<file path="src/rtl/mips_fetch_unit.sv">
// mips_fetch_unit: fetches instructions over a req/ack handshake, holds them for decode and computes the next PC.
module mips_fetch_unit #(
  parameter logic [31:0] RESET_PC = 32'h0000_0000
) (
  input  logic        clk,
  input  logic        rst,
  output logic        imem_req,
  output logic [31:0] imem_addr,
  input  logic        imem_ack,
  input  logic [31:0] imem_rdata,
  input  logic        stall,
  input  logic        take_branch,
  input  logic        take_jump,
  output logic        inst_valid,
  output logic [31:0] instr,
  output logic [5:0]  opcode,
  output logic [5:0]  funct,
  output logic [31:0] pc_out,
  output logic [31:0] pc_plus4
);
  typedef enum logic [1:0] {IDLE, FETCH, VALID} state_e;
  state_e state_q, state_d;
  logic [31:0] pc_q, pc_d, ir_q, ir_d, pco_q, pco_d, br_tgt, j_tgt, next_pc;
  logic fetched, consume;
  assign imem_req   = state_q == FETCH;
  assign inst_valid = state_q == VALID;
  assign imem_addr  = pc_q;
  assign instr      = ir_q;
  assign opcode     = ir_q[31:26];
  assign funct      = ir_q[5:0];
  assign pc_out     = pco_q;
  assign pc_plus4   = pco_q + 32'd4;
  assign fetched    = imem_req & imem_ack;
  assign consume    = inst_valid & ~stall;
  assign j_tgt      = {pc_plus4[31:28], ir_q[25:0], 2'b00};
  assign br_tgt     = pc_plus4 + {{14{ir_q[15]}}, ir_q[15:0], 2'b00};
  assign next_pc    = take_jump ? j_tgt : take_branch ? br_tgt : pc_plus4;
  always_comb begin
    state_d = state_q;
    pc_d    = pc_q;
    ir_d    = ir_q;
    pco_d   = pco_q;
    if (state_q == IDLE) state_d = FETCH;
    if (fetched) begin
      ir_d    = imem_rdata;
      pco_d   = pc_q;
      state_d = VALID;
    end
    if (consume) begin
      pc_d    = next_pc;
      state_d = FETCH;
    end
  end
  always_ff @(posedge clk) begin
    if (rst) begin
      state_q <= IDLE;
      pc_q    <= RESET_PC;
      ir_q    <= '0;
      pco_q   <= '0;
    end else begin
      state_q <= state_d;
      pc_q    <= pc_d;
      ir_q    <= ir_d;
      pco_q   <= pco_d;
    end
  end
endmodule
</file>
<file path="config.mk">
export PLATFORM = sky130hd
export DESIGN_NAME = mips_fetch_unit
export DESIGN_NICKNAME = d
export VERILOG_FILES = /design/src/rtl/mips_fetch_unit.sv
export SDC_FILE = /design/constraint.sdc
export NUM_CORES = 1
export LEC_CHECK = 0
export ABC_AREA = 1
export CAP_MARGIN = 20
export CORE_MARGIN = 5
export CORE_UTILIZATION = 40
export CTS_CLUSTER_DIAMETER = 50
export DETAILED_ROUTE_END_ITERATION = 6
export PLACE_DENSITY = 0.66
export SETUP_SLACK_MARGIN = 0.15
export SKIP_LAST_GASP = 1
export SYNTH_ARGS = -nofsm -noshare
export SYNTH_HDL_FRONTEND = slang
export SYNTH_SLANG_ARGS = --single-unit
</file>
<file path="constraint.sdc">
create_clock -name clk -period 5.29 [get_ports clk]
set_input_delay 0.7935 -clock clk [delete_from_list [all_inputs] [get_ports clk]]
set_output_delay 0.7935 -clock clk [all_outputs]
set_load 0.02 [all_outputs]
</file>
==> out/results.txt, run 1 <==
The clock passes through at most 2 buffers. Traced cell by cell, the critical path runs through ha_1 -> nand2_1 -> nor2_4 -> nand2_1 -> nor2_2 -> xor2_1 -> clkdlybuf4s50_1. The first global-routing pass estimated 43,180 µm of wire. Across the run, the number of max-cap violations was 0.

The internal cell power was 1318 µW. Count of inserted antenna diode cells: 0. The count of cells in the finished layout, fillers not included, comes to 1,490. The tightest hold path in the finished design has a slack of 474.6 ps. Global routing used 6.033% of the available met3 tracks. The via count came out at 7,937. Post-CTS repair changed the size of 0 cells. In this run the vertical extent of the chip is 140.5 µm. Once the clock tree was built, the setup fixing pass inserted 0 buffers. The tools report the net count reported at finish as 1,340.

Input and output buffers added on the ports amount to 179. Synthesis inferred 98 register bits. The initialized floorplan defines 47 standard-cell rows. The synthesized design devotes to its leading area cell type 28.80% of total area.

The root buffer cell chosen for the clock tree is sky130_fd_sc_hd__clkbuf_16. The kind of end point of the critical path is an output port. For the worst setup path, the data required time is 4500 ps.

After detailed routing, the number of vias per cell comes to 5.327. The final reports fail on design-rule violations. Net switching is 33.00% of the power.

The die covers 0.01974 mm². In this run the most used layer during global routing was met2. The share of total power dissipated in combinational logic is 22.2%. The tools report the maximum resistive drop on vdd as 0.1630 mV. The count of clock tree sinks came out at 98. Of all flip-flops after synthesis, the portion carrying an async set or reset was 0%. Dividing the detail-routed wire length by the instance count gives 19.15 µm. The dominant synthesized flop cell is sky130_fd_sc_hd__dfxtp_1.

Headroom to the max-slew limit came out at 31.00%. At the pin with the least slew margin, the transition time is 1034 ps. The cell with the most instances after synthesis is sky130_fd_sc_hd__nand2_1. Entering global routing, the biggest net connects 58 pins. Compared with the post-synthesis result, the final layout area differs by 32.51%. In the global route stage, met1 resource usage came out at 36.55%.

The worst setup path is launched from a flip-flop. For this run, the register share of the synthesized area comes to 28.80%. Global routing used 28.16% of the available tracks. The cell that appears most often on the critical path is sky130_fd_sc_hd__nand2_1. The per-instance average area after synthesis is 6.116 µm². The number of failing setup endpoints in the final timing report is 0, and the power density over the cells is 217.9 mW/mm². In this run, synthesis inferred 0 flip-flops with an integrated enable. The run gives 1713 ps as the setup slack after layout.

The final critical-path required period was 3577 ps; the number of antenna violations at the first check in global routing was 0. After detailed routing, the number of remaining DRC violations is 13. The clock latency on the worst-skew pair was 360 ps. Before antenna repair, the detailed router went through 7 iterations. The H-tree generated during clock tree synthesis spans 3 levels. Measured on the finished design, the core utilization comes to 54.24%. For the via count of the first global-routing pass, the log shows 7,515. The number of buffers and inverters on the critical path was 1; the post-detailed-placement half-perimeter wirelength was 22,790 µm.

By area the synthesized netlist is led by sky130_fd_sc_hd__dfxtp_1, sky130_fd_sc_hd__nand2_1, sky130_fd_sc_hd__a21oi_1. The tools report the count of endpoints failing hold in the final timing report as 0. Maximum cell stage delay along the critical path: 750 ps.

The worst clock skew came out at 7.388 ps. The cell with the largest stage delay on the worst path was sky130_fd_sc_hd__clkdlybuf4s50_1. The largest fanout on the critical path is 5. Setup repair after global routing left no endpoint under its margin.

For the number of instances in the synthesized netlist, the log shows 1,114. After synthesis, the netlist uses 39 different library cells. The CTS buffer count is 9. The logs give 180 for the number of ports placed on the die boundary and 0.2796 GHz for the highest attainable clock frequency. Global routing finished with a remaining overflow of 0. For the number of buffers inserted by hold repair at cts, the log shows 0. The share of total power dissipated in sequential elements is 41.2%. The initial utilization of the core area, before any placement, comes to 40.94%. The fraction of the cycle the final worst path needs is 67.61%, and the area of the core region is 0.01664 mm². Ranked by instance count, the synthesized netlist is headed by sky130_fd_sc_hd__nand2_1, sky130_fd_sc_hd__inv_1, sky130_fd_sc_hd__a21oi_1. In this run the static leakage power is 0.003952 µW.

The run finished, with violations left. Number of instances in the placed design: 1,473. The remaining antenna violation count is 0.

Data arrives at the worst endpoint at 2780 ps. Yosys printed 0 warnings. sky130_fd_sc_hd__dfxtp_1 takes more of the synthesized area than any other cell. After clock tree synthesis, the clock-pin slew on the worst setup and hold paths is 80 ps. The run gives 36.6% as the proportion of power drawn by the clock network.

In this design, the largest share of critical-path delay is due to buffers and inverters. The worst setup path is of the reg -> out kind. The iteration-0 DRC count of the detailed router was 635; the share of final-layout standard cells stronger than drive strength 1 was 3.780%. Detailed-route wire length: 28,540 µm. The tools report the final-report max-slew violation count as 0. When the netlist entered floorplanning its net count stood at 1,189. For this design the total switching power over the nets is 649.0 µW.

At the placement stage, the worst setup path has a slack of 1846 ps. After routing, the total negative slack on setup checks comes to 0 ps. The worst hold path belongs to the class reg -> reg. The mapped netlist covers 0.006813 mm².

The routability congestion estimate from global placement is 1.002. TritonCTS built the clock tree. The met2 usage in global routing is 46.42%.

In this run the horizontal extent of the chip is 140.5 µm.
sequential cells by signal, summed over array words and instances (netlist names):
name       flops
pc_out        32
state_q        2
instr         32
imem_addr     32
routing by layer:
metal  vias up  routed length [µm]
li1       3864                   -
met1      3648               12130
met2       380               13150
met3        45                2431
met4         0                 825
met5         -                   0
worst register-to-register path, cell delays in order, from the launching register on:
cell and delay, ps:
sky130_fd_sc_hd__dfxtp_1 440, sky130_fd_sc_hd__ha_1 260, sky130_fd_sc_hd__nand2_1 120, sky130_fd_sc_hd__nor2_4 180
sky130_fd_sc_hd__nand2_2 130, sky130_fd_sc_hd__nor4_2 190, sky130_fd_sc_hd__xor2_1 410, sky130_fd_sc_hd__inv_1 110
sky130_fd_sc_hd__ha_1 380, sky130_fd_sc_hd__nand2_1 110, sky130_fd_sc_hd__nor2_1 320, sky130_fd_sc_hd__nand2_1 90
sky130_fd_sc_hd__nor2_1 90, sky130_fd_sc_hd__nand2_1 80, sky130_fd_sc_hd__nand3_1 90, sky130_fd_sc_hd__nand2_1 50
sky130_fd_sc_hd__nand3_1 80, sky130_fd_sc_hd__nand2_1 70, sky130_fd_sc_hd__nand2_1 80, sky130_fd_sc_hd__nand2_1 50
power by group through the flow:
stage                     Clock [µW]  Sequential [µW]  Combinational, µW
final                            720              811                436
after global routing             752              815                473
after CTS                        725              810                433
after detailed placement           0              828                430
after global placement             0              828                430
after floorplan                    0              850                210
per-stage QoR:
step / instance area [µm²] / total power [µW]
floorplan: 6813 / 1060
global placement: 8686 / 1258
finish: 9027 / 1967
detailed placement: 8686 / 1258
CTS: 9000 / 1968
global route: 9027 / 2040
path summary, 6_finish.rpt:
check,from,endpoint,slack [ps],depth (start not counted)
setup / recovery,pc_out[2],pc_plus4[8],1710,7
hold / removal,imem_addr[24],imem_addr[24],470,2
setup reg to reg,pc_out[2],imem_addr[25],1840,19
hold reg to reg,imem_addr[24],imem_addr[24],470,2
kinds of logic (layout without fill, tap and decap cells):
logic type / count (synthesis) / in the layout / synth area share, %
buffers and inverters: 187 / 343 / 11.20
xor gates and xnor gates: 22 / 22 / 2.828
AOI/OAI and AO/OA: 219 / 219 / 17.17
and+or+nand+nor: 551 / 551 / 33.09
adders and majority gates: 37 / 37 / 6.905
DFF: 98 / 98 / 28.80
layout by cell type, fill, tap and decap left out, drive strengths merged, types with 5 or more instances in the layout:
master | netlist | final
a21oi | 127 | 127
buf | 20 | 5
clkbuf | 24 | 9
clkdlybuf4s50 | 0 | 179
dfxtp | 98 | 98
ha | 36 | 36
inv | 142 | 144
nand2 | 380 | 380
nand3 | 57 | 57
nand4 | 8 | 8
nor2 | 91 | 91
nor3 | 9 | 9
o21ai | 69 | 69
o21bai | 7 | 7
xor2 | 20 | 20
area by class of cell:
| cell class | count | area [µm²] |
|---|---|---|
| fill | 1745 | 7615 |
| multi-input combinational | 829 | 4090 |
| sequential | 98 | 1962 |
| timing repair buffer | 184 | 1849 |
| inverter | 143 | 536.8 |
| tap | 220 | 275.3 |
| clock buffer | 9 | 225.2 |
| clock inverter | 7 | 88.84 |
Power figures use the tool's default switching activity.
==> run 2: changes to the inputs <==
==> constraint.sdc (replaced) <==
create_clock -name clk -period 3.5 [get_ports clk]
set_input_delay 0.525 -clock clk [delete_from_list [all_inputs] [get_ports clk]]
set_output_delay 0.525 -clock clk [all_outputs]
set_load 0.02 [all_outputs]
==> run 2 against run 1 <==
Effect of this change: the flow now finishes without violations; sequential power rose by 49%; wire length fell by 0.45%; highest routed layer unchanged; total power rose by 47%; worst setup slack got worse by 1400 ps; sequential cell count did not move; utilization rose by 1.5 points; clock skew barely moved.
==> out/results.txt, run 2 (same netlist as run 1, synthesis figures left out) <==
Setup repair after global routing could not meet its margin everywhere. The die covers 0.01974 mm². The tools report the clock latency on the worst-skew pair as 360 ps. The path type of the worst min-delay path is reg -> reg.

At the pin with the least slew margin, the transition time is 886.6 ps. After the last flow step, the layout net total stands at 1,370. Average wire length per cell after detail routing: 18.69 µm. At the placement stage, the worst setup path has a slack of 136.2 ps.

For this run, design rule violations remaining after detail routing come to 0. Clock skew on the completed layout was measured at 7.741 ps. During placement, the flow inserted port buffers numbering 179.

The share of final-layout standard cells stronger than drive strength 1 is 7.231%. In this design, the stage delay of the slowest critical-path cell is 600 ps. Setup violations remaining at the end of the flow were counted as 0. met2 is the most crowded layer. The library cell used most frequently in the layout, excluding fill and tap cells, is sky130_fd_sc_hd__nand2_1. The floorplan step defined a core boundary enclosing 0.01664 mm². Timing would allow up to 0.3119 GHz.

Along the worst path, the maximum fanout reaches 5. Via count: 7,972. Traced cell by cell, the critical path runs through nand2_2 -> nor2_1 -> nand2_1 -> nor2_1 -> nand2_1 -> xor2_2 -> buf_4 -> clkdlybuf4s50_1. Across all setup checks in the final design, the least slack found is 293.8 ps. Counting instances, the worst hold path has a depth of 2. The global-route usage over all layers is 28.50%. The wire length of the first global-routing pass is 43,490 µm.

The tools report the worst hold path startpoint as imem_addr[17]. The endpoint identified for the worst register-to-register timing path is imem_addr[23]. The tools report the via count of the first global-routing pass as 7,601. STA classifies the critical path startpoint as a flip-flop.

The kind of end point of the critical path was an output port. The met2 usage in global routing is 45.64%. The tools report the CTS buffer count as 9.

The power density over the cells was 312.3 mW/mm²; the met3 usage in global routing was 6.851%. Global routing consumed, on the met1 layer, 37.11% of the routing resources. Pin count of the biggest net entering global routing: 96.

TritonCTS built the clock tree. After clock tree synthesis, the clock-pin slew on the worst setup and hold paths is 80 ps. In the routed layout, each cell is associated on average with a via count of 5.245. The register-to-register setup slack was 300 ps. The number of detailed-route iterations in the first pass is 5, and the initial core utilization is 40.94%. Summed over all cells, the static leakage comes to 0.004091 µW.

The worst pin sits at a relative slew slack of 40.89%. Hold repair after CTS inserted 0 buffers. In this run the horizontal extent of the chip is 140.5 µm. For this block, the routed nets add up to 28,410 µm of wire.

180 I/O pins were placed. The floorplan step set the die height to 140.5 µm. The worst path in the final design needs a cycle of 3206 ps, including I/O delays and setup. The detail route stage leaves a number of antenna-violating nets equal to 0. The data required time of the critical path is 2970 ps. The final-report max-slew violation count is 0, and the routability congestion estimate from global placement is 1.004. Iteration-0 DRC count of the detailed router: 681. The number of cell instances on the worst register-to-register path came out at 17. After routing, the total negative slack on setup checks comes to 0 ps.

For the count of endpoints failing hold in the final timing report, the log shows 0. The post-detailed-placement half-perimeter wirelength was 22,860 µm; the arrival time of the worst setup path was 2680 ps. The worst register-to-register path begins at pc_out[3]. For hold timing, the worst endpoint is imem_addr[17].

The number of antenna violations at the first check in global routing is 0. In this run the core area contains 47 standard-cell rows. The H-tree was split into 3 levels. The area added between synthesis and finish came out at 36.11%. The final critical path takes up 91.60% of the cycle.

0 antenna diodes ended up in the layout. The cell with the largest stage delay on the worst path was sky130_fd_sc_hd__clkdlybuf4s50_1. The logs give 0 for the max-capacitance violation count and 2 for the buffer levels on the longest clock path. The buffer type at the clock tree root is sky130_fd_sc_hd__clkbuf_16.

CTS saw 98 sinks. After global routing the overflow that remains totals 0. The run finished with clean final reports. The critical path in this run is classified as reg -> out. Leaving out fill and tap cells, the most frequent cells in the layout are sky130_fd_sc_hd__nand2_1, sky130_fd_sc_hd__clkdlybuf4s50_1, sky130_fd_sc_hd__inv_1.

Across the VDD grid, the largest voltage drop is 0.2626 mV.
run 2: what timing repair did:
item,in CTS,in global routing
endpoints found under the setup margin,2,24
pin swaps,0,1
buffers inserted,0,1
gates resized for setup,2,15
hold endpoints to repair,0,0
cloned,0,0
run 2: worst max-delay path by stage:
stage                    start  slack, ps            end  depth (start not counted)
finish              pc_out[11]        290   pc_plus4[19]                          8
global route         pc_out[3]         90  imem_addr[26]                         19
detailed placement   pc_out[3]        140  imem_addr[31]                         20
CTS                  pc_out[3]        210  imem_addr[26]                         19
floorplan            pc_out[2]        500  imem_addr[13]                         19
global placement     pc_out[3]        150  imem_addr[26]                         19
run 2: layout make-up:
type / instances / area, µm²
fillers: 1723 / 7370
multi-input cells: 829 / 4158
repair buffers: 214 / 2054
flip-flops and latches: 98 / 1963
inverters: 143 / 536.8
well taps: 220 / 275.3
clock buffers: 9 / 225.2
clock inverters: 7 / 60.06
run 2: report_power, final:
| part | internal, µW | total, µW | switching (µW) |
|---|---|---|---|
| sequential | 1160 | 1210 | 51.8 |
| clock | 496 | 998 | 502 |
| combinational | 274 | 684 | 410 |
run 2: layer usage:
layer | vias to the layer above | wire (µm)
met5 | - | 0
met4 | 0 | 1057
met3 | 52 | 2561
met2 | 379 | 12780
met1 | 3622 | 12010
li1 | 3919 | -
run 2: critical path, delay by kind of cell (launching register included):
kind,cells,cell delay (ps)
DFF,1,450
buffers and inverters,2,790
and+or+nand+nor,5,810
xor gates and xnor gates,1,280
run 2: metrics by stage:
step / instance area, µm² / total power [µW] / std cells / utilization (%) / hold WS, ps
floorplan: 6813 / 1602 / 1114 / - / 448.4
global placement: 8911 / 1911 / 1503 / 53.54 / 457.2
detailed placement: 8911 / 1913 / 1503 / 53.54 / 462.3
CTS: 9211 / 2906 / 1519 / 55.35 / 474.8
global route: 9273 / 3016 / 1520 / 55.72 / 495.1
finish: 9273 / 2896 / 1520 / 55.72 / 473.6
